$ cat src/rtl/w_stage_grf_if.sv
`default_nettype none
// ---------------------------------------------------------------------------
// w_stage_grf_if : M/W writeback bundle plus D-stage register read ports
// Revision 1.0
// ---------------------------------------------------------------------------
interface w_stage_grf_if;
  logic        RegWriteW;
  logic [1:0]  MemtoRegW;
  logic [2:0]  LoadopW;
  logic [31:0] RDW;
  logic [31:0] ALUoutW;
  logic [31:0] PC_4W;
  logic [4:0]  AwriteW;
  logic [4:0]  A1;
  logic [4:0]  A2;
  logic [31:0] RD1;
  logic [31:0] RD2;
  logic [31:0] WD_W;
  logic        WE_W;

  modport master (
    output RegWriteW, MemtoRegW, LoadopW, RDW, ALUoutW, PC_4W, AwriteW, A1, A2,
    input  RD1, RD2, WD_W, WE_W
  );

  modport slave (
    input  RegWriteW, MemtoRegW, LoadopW, RDW, ALUoutW, PC_4W, AwriteW, A1, A2,
    output RD1, RD2, WD_W, WE_W
  );
endinterface
`default_nettype wire

$ cat src/rtl/w_stage_grf.sv
`default_nettype none
// ---------------------------------------------------------------------------
// w_stage_grf : writeback select, load extension and 32x32 GRF with bypass
// Revision 1.0
// ---------------------------------------------------------------------------
module w_stage_grf (
  input  logic          clk,
  input  logic          reset,
  w_stage_grf_if.slave  bus
);

  logic [31:0] regs_q [32];
  logic [7:0]  byte_sel;
  logic [15:0] half_sel;
  logic [31:0] load_data;
  logic [31:0] wd;
  logic        we;
  logic [31:0] rd1;
  logic [31:0] rd2;

  always_comb begin
    byte_sel  = 8'h00;
    half_sel  = 16'h0000;
    load_data = bus.RDW;
    wd        = 32'd0;

    case (bus.ALUoutW[1:0])
      2'd0:    byte_sel = bus.RDW[7:0];
      2'd1:    byte_sel = bus.RDW[15:8];
      2'd2:    byte_sel = bus.RDW[23:16];
      default: byte_sel = bus.RDW[31:24];
    endcase
    // Halfword alignment only looks at bit 1; bit 0 is ignored.
    half_sel = bus.ALUoutW[1] ? bus.RDW[31:16] : bus.RDW[15:0];

    case (bus.LoadopW)
      3'd1:    load_data = {24'd0, byte_sel};
      3'd2:    load_data = {{24{byte_sel[7]}}, byte_sel};
      3'd3:    load_data = {16'd0, half_sel};
      3'd4:    load_data = {{16{half_sel[15]}}, half_sel};
      default: load_data = bus.RDW;
    endcase

    case (bus.MemtoRegW)
      2'b00:   wd = bus.ALUoutW;
      2'b01:   wd = load_data;
      2'b10:   wd = bus.PC_4W + 32'd4;
      default: wd = 32'd0;
    endcase
  end

  assign we = bus.RegWriteW & (bus.AwriteW != 5'd0) & reset;

  always_ff @(posedge clk) begin
    if (!reset) begin
      for (int i = 0; i < 32; i++) begin
        regs_q[i] <= 32'd0;
      end
    end else if (we) begin
      regs_q[bus.AwriteW] <= wd;
    end
  end

  // Same-cycle write-through so D sees the W result without a stall.
  always_comb begin
    rd1 = 32'd0;
    rd2 = 32'd0;
    if (bus.A1 == 5'd0)                     rd1 = 32'd0;
    else if (we && (bus.A1 == bus.AwriteW)) rd1 = wd;
    else                                    rd1 = regs_q[bus.A1];
    if (bus.A2 == 5'd0)                     rd2 = 32'd0;
    else if (we && (bus.A2 == bus.AwriteW)) rd2 = wd;
    else                                    rd2 = regs_q[bus.A2];
  end

  assign bus.RD1  = rd1;
  assign bus.RD2  = rd2;
  assign bus.WD_W = wd;
  assign bus.WE_W = we;

endmodule
`default_nettype wire

$ cat src/flat_wrapper.sv
// flat-port wrapper written by rule: the top's interface ports become plain ports
module w_stage_grf_flat 
  (clk, reset, bus_RegWriteW, bus_MemtoRegW, bus_LoadopW, bus_RDW, bus_ALUoutW, bus_PC_4W, bus_AwriteW, bus_A1, bus_A2, bus_RD1, bus_RD2, bus_WD_W, bus_WE_W);
  w_stage_grf_if bus_i ();
  input  logic clk;
  input  logic reset;
  input wire logic [$bits(bus_i.RegWriteW)-1:0] bus_RegWriteW;
  input wire logic [$bits(bus_i.MemtoRegW)-1:0] bus_MemtoRegW;
  input wire logic [$bits(bus_i.LoadopW)-1:0] bus_LoadopW;
  input wire logic [$bits(bus_i.RDW)-1:0] bus_RDW;
  input wire logic [$bits(bus_i.ALUoutW)-1:0] bus_ALUoutW;
  input wire logic [$bits(bus_i.PC_4W)-1:0] bus_PC_4W;
  input wire logic [$bits(bus_i.AwriteW)-1:0] bus_AwriteW;
  input wire logic [$bits(bus_i.A1)-1:0] bus_A1;
  input wire logic [$bits(bus_i.A2)-1:0] bus_A2;
  output wire logic [$bits(bus_i.RD1)-1:0] bus_RD1;
  output wire logic [$bits(bus_i.RD2)-1:0] bus_RD2;
  output wire logic [$bits(bus_i.WD_W)-1:0] bus_WD_W;
  output wire logic [$bits(bus_i.WE_W)-1:0] bus_WE_W;
  assign bus_i.RegWriteW = bus_RegWriteW;
  assign bus_i.MemtoRegW = bus_MemtoRegW;
  assign bus_i.LoadopW = bus_LoadopW;
  assign bus_i.RDW = bus_RDW;
  assign bus_i.ALUoutW = bus_ALUoutW;
  assign bus_i.PC_4W = bus_PC_4W;
  assign bus_i.AwriteW = bus_AwriteW;
  assign bus_i.A1 = bus_A1;
  assign bus_i.A2 = bus_A2;
  assign bus_RD1 = bus_i.RD1;
  assign bus_RD2 = bus_i.RD2;
  assign bus_WD_W = bus_i.WD_W;
  assign bus_WE_W = bus_i.WE_W;
  w_stage_grf u_core (.clk(clk), .reset(reset), .bus(bus_i));
endmodule
$ cat config.mk
export PLATFORM = sky130hd
export DESIGN_NAME = w_stage_grf_flat
export DESIGN_NICKNAME = d
export VERILOG_FILES = /design/src/rtl/w_stage_grf_if.sv /design/src/rtl/w_stage_grf.sv /design/src/flat_wrapper.sv
export SDC_FILE = /design/constraint.sdc
export NUM_CORES = 2
export LEC_CHECK = 0
export ABC_AREA = 0
export ABC_CLOCK_PERIOD_IN_PS = 9310
export BUFFER_PORTS_ARGS = -buffer_cell sky130_fd_sc_hd__buf_4
export CORE_ASPECT_RATIO = 0.7
export CORE_MARGIN = 8
export CORE_UTILIZATION = 55
export CTS_BUF_LIST = sky130_fd_sc_hd__clkbuf_8
export CTS_CLUSTER_SIZE = 16
export DETAILED_ROUTE_END_ITERATION = 6
export PLACE_DENSITY_LB_ADDON = 0.2
export REMOVE_ABC_BUFFERS = 1
export SETUP_SLACK_MARGIN = 0.5
export SYNTH_ARGS = -nofsm -noshare
export SYNTH_HDL_FRONTEND = slang
export SYNTH_SLANG_ARGS = --single-unit
$ cat constraint.sdc
create_clock -name clk -period 9.31 [get_ports clk]
set_input_delay 1.3965 -clock clk [delete_from_list [all_inputs] [get_ports clk]]
set_output_delay 1.3965 -clock clk [all_outputs]
set_load 0.1 [all_outputs]
After elaboration in Yosys (flattened, before gate mapping)
Memory sizes are Yosys's and may differ from the RTL's.
Index checks and enable logic that the tools add are counted.
Word-level totals
  flip-flop bits (word level): 0
  memory bits (writable): 1024
  bits of input ports: 119
  output and inout bits: 97
  logic and storage cells: 37
  memories kept: 1
Cells by class
  add/subtract/negate cells: 1
  eq/ne operators: 10
  multiplexer cells: 15
  bitwise operators: 2
  reduce and logical (&&, ||, !) cells: 8
Memory list
  u_core.regs_q: words 32, bits a word 32, read ports 2, clocked after Yosys merged registers in 0, write ports 32, RTL line w_stage_grf.sv:12  | logic [31:0] regs_q [32];
Operator list (number)
  two-way mux 32 bit: 5
  case mux 32 bit (4 select lines): 1
  case mux 32 bit (3 select lines): 1
  adder 32 x 3 -> 32 bit (second input constant): 1
  OR reduction 32 bit: 1
  case mux 8 bit (3 select lines): 1
  two-way mux 16 bit: 1
  == test 5 bit: 2
  logical NOT 5 bit: 2
  == test 3 x 2 -> 1 bit (second input constant): 2
  two-way mux 1 bit: 5
  two-way mux 5 bit: 1
  nonzero test 5 bit: 1
  == test 2 x 1 -> 1 bit (second input constant): 2
  == test 2 bit (second input constant): 2
  logical NOT 2 bit: 2
  == test 3 x 1 -> 1 bit (second input constant): 1
  == test 3 bit (second input constant): 1
  AND 1 bit: 2
  logical AND 1 bit: 2

Depth between registers and ports, before layout
  depth after elaboration: 8
  mapped depth: 11
  depth with buffers taken out: 7

Worst setup path before layout
Ideal clock, no wire load.
  path kind: input port to output port
  start point: input port bus_AwriteW[3]
  end point: output port bus_RD1[27]
  arrival: 6656 ps
  data required time: 7914 ps
  slack: 1258 ps
  stages on the path: 8
  path buffers: 3
  cells stage by stage: clkbuf_1 nor3_1 a21oi_1 and3_1 clkbuf_1 clkbuf_1 nor3_1 a211oi_1
On the way
  cells in the longest elaborated chain, start to end: 6
  elaborated cells on any way between the ends: 7
  those cells by class: eq/ne (1); mux (2); bitwise (2); reduce/logical (2)
Ends and longest elaborated chain
  start: declaration: RTL line flat_wrapper.sv:13  | input wire logic [$bits(bus_i.AwriteW)-1:0] bus_AwriteW;
  nonzero test 5 bit: RTL line w_stage_grf.sv:52  | assign we = bus.RegWriteW & (bus.AwriteW != 5'd0) & reset;
  AND 1 bit (2 in series): RTL line w_stage_grf.sv:52
  net bus_WE_W: RTL line flat_wrapper.sv:19  | output wire logic [$bits(bus_i.WE_W)-1:0] bus_WE_W;
  logical AND 1 bit: RTL line w_stage_grf.sv:69  | else if (we && (bus.A1 == bus.AwriteW)) rd1 = wd;
  two-way mux 32 bit: RTL line w_stage_grf.sv:69
  two-way mux 32 bit: RTL line w_stage_grf.sv:68  | if (bus.A1 == 5'd0) rd1 = 32'd0;
  end: declaration: RTL line flat_wrapper.sv:16  | output wire logic [$bits(bus_i.RD1)-1:0] bus_RD1;
The timed path passes the listed nets, and every way through them passes these cells.

Worst setup path in the final report
  start point: input port bus_A1[1]
  end point: output port bus_RD1[0]
On the way
  cells in the longest elaborated chain, start to end: 4
  elaborated cells on any way between the ends: 6
  those cells by class: eq/ne (1); mux (2); reduce/logical (2); memory (1)
Ends and longest elaborated chain
  start: declaration: RTL line flat_wrapper.sv:14  | input wire logic [$bits(bus_i.A1)-1:0] bus_A1;
  branches (longest 3 deep; another with memory (32 x 32 bit))
  two-way mux 32 bit (*): RTL line w_stage_grf.sv:68
Every way passes the cells marked *.

==> key figures <==
Die
  – Die height: roughly 280 um
  – Core ar.: 99900 um^2
  – Initial Utilization: between 50% and 60%
  – Rows: 97
  – I/O Pins: 216
  – Die area: 111000 um^2
  – Die X: 395 um

Detailed routing
  – Antenna Nets Post-Route: 0
  – # DRC: 4
  – Avg WL per Cell: 33.9 um
  – Vias: 40100
  – Via density: 7.02
  – Final WL: between 150000 and 200000 um
  – First DRT Iteration DRCs: ~7000
  – DR pass1 iterations: 7

Worst setup path
  – Worst Setup End Kind: output pin
  – Critical Path RT: 7.91 ns
  – Max FO, Critical Path: 69
  – Critical Path AT: 5.30 ns
  – Worst path max stage delay: roughly 0.9 ns
  – Critical Path Stages: 9
  – CP startpoint: bus_A1[1]
  – Critical path type: in2out
  – Setup crit start kind: input port
  – CP dominant cell by count: buf_4
  – CP top delay family: buffers and inverters
  – CP cell instances: buf_8 -> buf_4 -> xor2_1 -> nor3_1 -> and3_2 -> buf_4 -> nor3_1 -> a211oi_1 -> buf_4
  – CP max-delay cell: a211oi_1
  – CP bufs+invs: 4
  – Worst setup endpoint: bus_RD1[0]

Global routing
  – Largest net degree at the start of global routing: 102
  – Total grt overflow: 0
  – Initial antenna violation count: 0
  – Gr usage total: 34.0%
  – Vias in the first global route: between 30000 and 40000
  – First-pass GRT wire length: 274000 um

Synthesis
  – Synthesis Warnings: 0
  – Post-synthesis sequential area ratio: 55.6%
  – Xor/xnor share of the synthesized area: less than 1%
  – Primary FF master, synth: edfxtp_1
  – Syn_area_per_cell: 13.4 um^2
  – Simple-gate portion of the synthesized area: roughly a tenth
  – Largest family of logic cells by synthesized area: multiplexers
  – Synth Area in Adders: 0.0407%
  – Main area contributors after synthesis: edfxtp_1 56%, mux4_2 18%, nor2_1 7.5%
  – Ys async rst share: 0%
  – Most frequent cell after synthesis: nor2_1
  – Yosys cell types: 70
  – Yosys top cell area share: between 50 and 60%
  – Synth Instances: around 4100
  – Mux share of post-synthesis cell area: 24.2%
  – Mapped Area: 55300 um^2
  – Area leader, netlist: edfxtp_1
  – Number of flops mapped to enable cells by yosys: 1024
  – Synth Area in Compound Gates: 5.57%
  – Synth Register Bits: 1024
  – Top cells by count, synth: 1110 x nor2_1, 1024 x edfxtp_1, 451 x mux4_2, 258 x mux2i_1, 233 x clkbuf_1

Final layout
  – Diode count: 0
  – Reg area: 30700 um^2
  – Largest regs: u_core.regs_q (1024)
  – Top reg by flops: u_core.regs_q
  – Area grow syn2layout: 10.6%
  – Final Core Density: 61.3%
  – Layout Cells excl Fill: between 5000 and 6000
  – Max reg flops: around 1000
  – Fill cells: ~7600
  – Share of cells above drive strength 1: 26.4%
  – Layout Nets: around 4400
  – Area occupied by multi-input gates: roughly 23000 um^2

Timing
  – Slew Viols, Final: 0
  – Max Fclk: approximately 150 MHz
  – Fin crit share: a little under three quarters
  – Least-Margin Pin Slew: 1.26 ns
  – Setup Viol. Count Final: 0
  – Fin. Hold Viols: 0
  – Setup_tns: 0 ns
  – RSZ-0062 raised after global routing: false
  – Tmin final: 6.70 ns
  – Relative slew slack: between 10% and 20%

Clocking
  – Post-CTS Setup Bufs: 0
  – Root Driver: clkbuf_8
  – CTS tree: yes
  – Clock slew at reported path FFs: 0.06 ns
  – Max clock buf depth: 3
  – Resized Gates After CTS: 0
  – Total CTS buffers: 158
  – Hold-fix buffers, CTS: 0
  – CTS sink count: between 1000 and 1500
  – Depth of the CTS H-tree: 4

Min path
  – Hold Path Origin: bus_ALUoutW[29]
  – Hold crit path type: in2reg

Power and ir drop
  – Flop pwr share: between 40% and 50%
  – Psw: 3.45 mW
  – Power share of the clock group: 32.3%
  – Net Sw Frac: 30.7%
  – Pwr dens: 184 nW/um^2
  – Worst vdd ir: 0.000174 V
  – Leak pwr: 21.4 nW
  – Pwr Total: 11.3 mW
  – Combinational group share of total power: 19.3%
  – P_int: 7.80 mW

Placed design
  – Routability cong.: 0.944
  – Placed wire-length estimate: 117000 um
  – Post-Place Cells: 5435
  – IO buf count: 215

Flow run
  – Max-cap viol count: 0

Status
  – Violated checks: design-rule violations
  – Status: complete, but fails checks
power groups by stage:
stage / clock network [mW] / logic, mW / registers, mW
final: 3.63 / 2.17 / 5.46
after global routing: 3.82 / 2.22 / 5.48
after CTS: 3.64 / 2.13 / 5.45
after detailed placement: 0 / 2.12 / 5.54
after global placement: 0 / 2.11 / 5.53
after floorplan: 0 / 1.30 / 5.49
cells in the final DEF, fill, tap and decap left out, types with 27 or more instances in the layout:
master / Yosys / final
mux2i_1: 258 / 258
a21oi_1: 54 / 52
mux4_2: 451 / 451
a211oi_1: 72 / 72
nor3_1: 42 / 42
nand2_2: 0 / 46
nand2_1: 126 / 80
nor2_1: 1110 / 1103
a22oi_1: 27 / 27
o21ai_0: 86 / 86
clkbuf_8: 0 / 165
a221oi_1: 33 / 33
edfxtp_1: 1024 / 1024
clkinv_1: 0 / 44
conb_1: 1 / 32
inv_1: 36 / 80
mux2_2: 57 / 57
o22ai_1: 53 / 53
nand3_1: 33 / 33
buf_4: 18 / 353
cell type report:
type / instances / area share (%)
multi-input combinational: 2669 / 37.5
inverter: 44 / 0.270
tap: 1336 / 2.73
sequential: 1024 / 50.2
clock buffer: 165 / 3.71
clock inverter: 112 / 1.00
timing repair buffer: 362 / 4.58
worst min-delay path by stage:
| stage | endpoint | slack [ns] | cells past startpoint |
|---|---|---|---|
| after floorplan | u_core.regs_q[10][22] | 1.77 | 2 |
| after global placement | u_core.regs_q[23][29] | 1.80 | 3 |
| after detailed placement | u_core.regs_q[16][29] | 1.81 | 3 |
| after CTS | u_core.regs_q[16][29] | 0.88 | 3 |
| after global routing | u_core.regs_q[22][24] | 0.92 | 3 |
| final | u_core.regs_q[16][29] | 0.94 | 3 |
through the flow:
stage | worst slack (ns) | hold slack [ns] | area [um^2]
after global routing | 2.57 | 0.925 | 61200
after global placement | 2.89 | 1.80 | 58300
after detailed placement | 2.88 | 1.81 | 58300
after CTS | 2.88 | 0.875 | 61200
after floorplan | 1.11 | 1.77 | 53500
final | 2.61 | 0.939 | 61200
kinds of logic after synthesis:
group           after synthesis
other cells                   1
buf+inv                     472
simple gates               1408
fa+ha+maj                     2
compound gates              426
xor+xnor                     35
mux                         766
flops                      1024
per-layer routing:
layer / global-route usage [%] / vias up / share of wire (%)
met5: 1.02 / - / 0.083
met1: 46.2 / 20000 / 36
met3: 10.9 / 565 / 15
li1: - / 16000 / -
met2: 50.2 / 3489 / 44
met4: 16.1 / 4 / 5.0
Note: power is estimated with default switching activity, not from simulation.
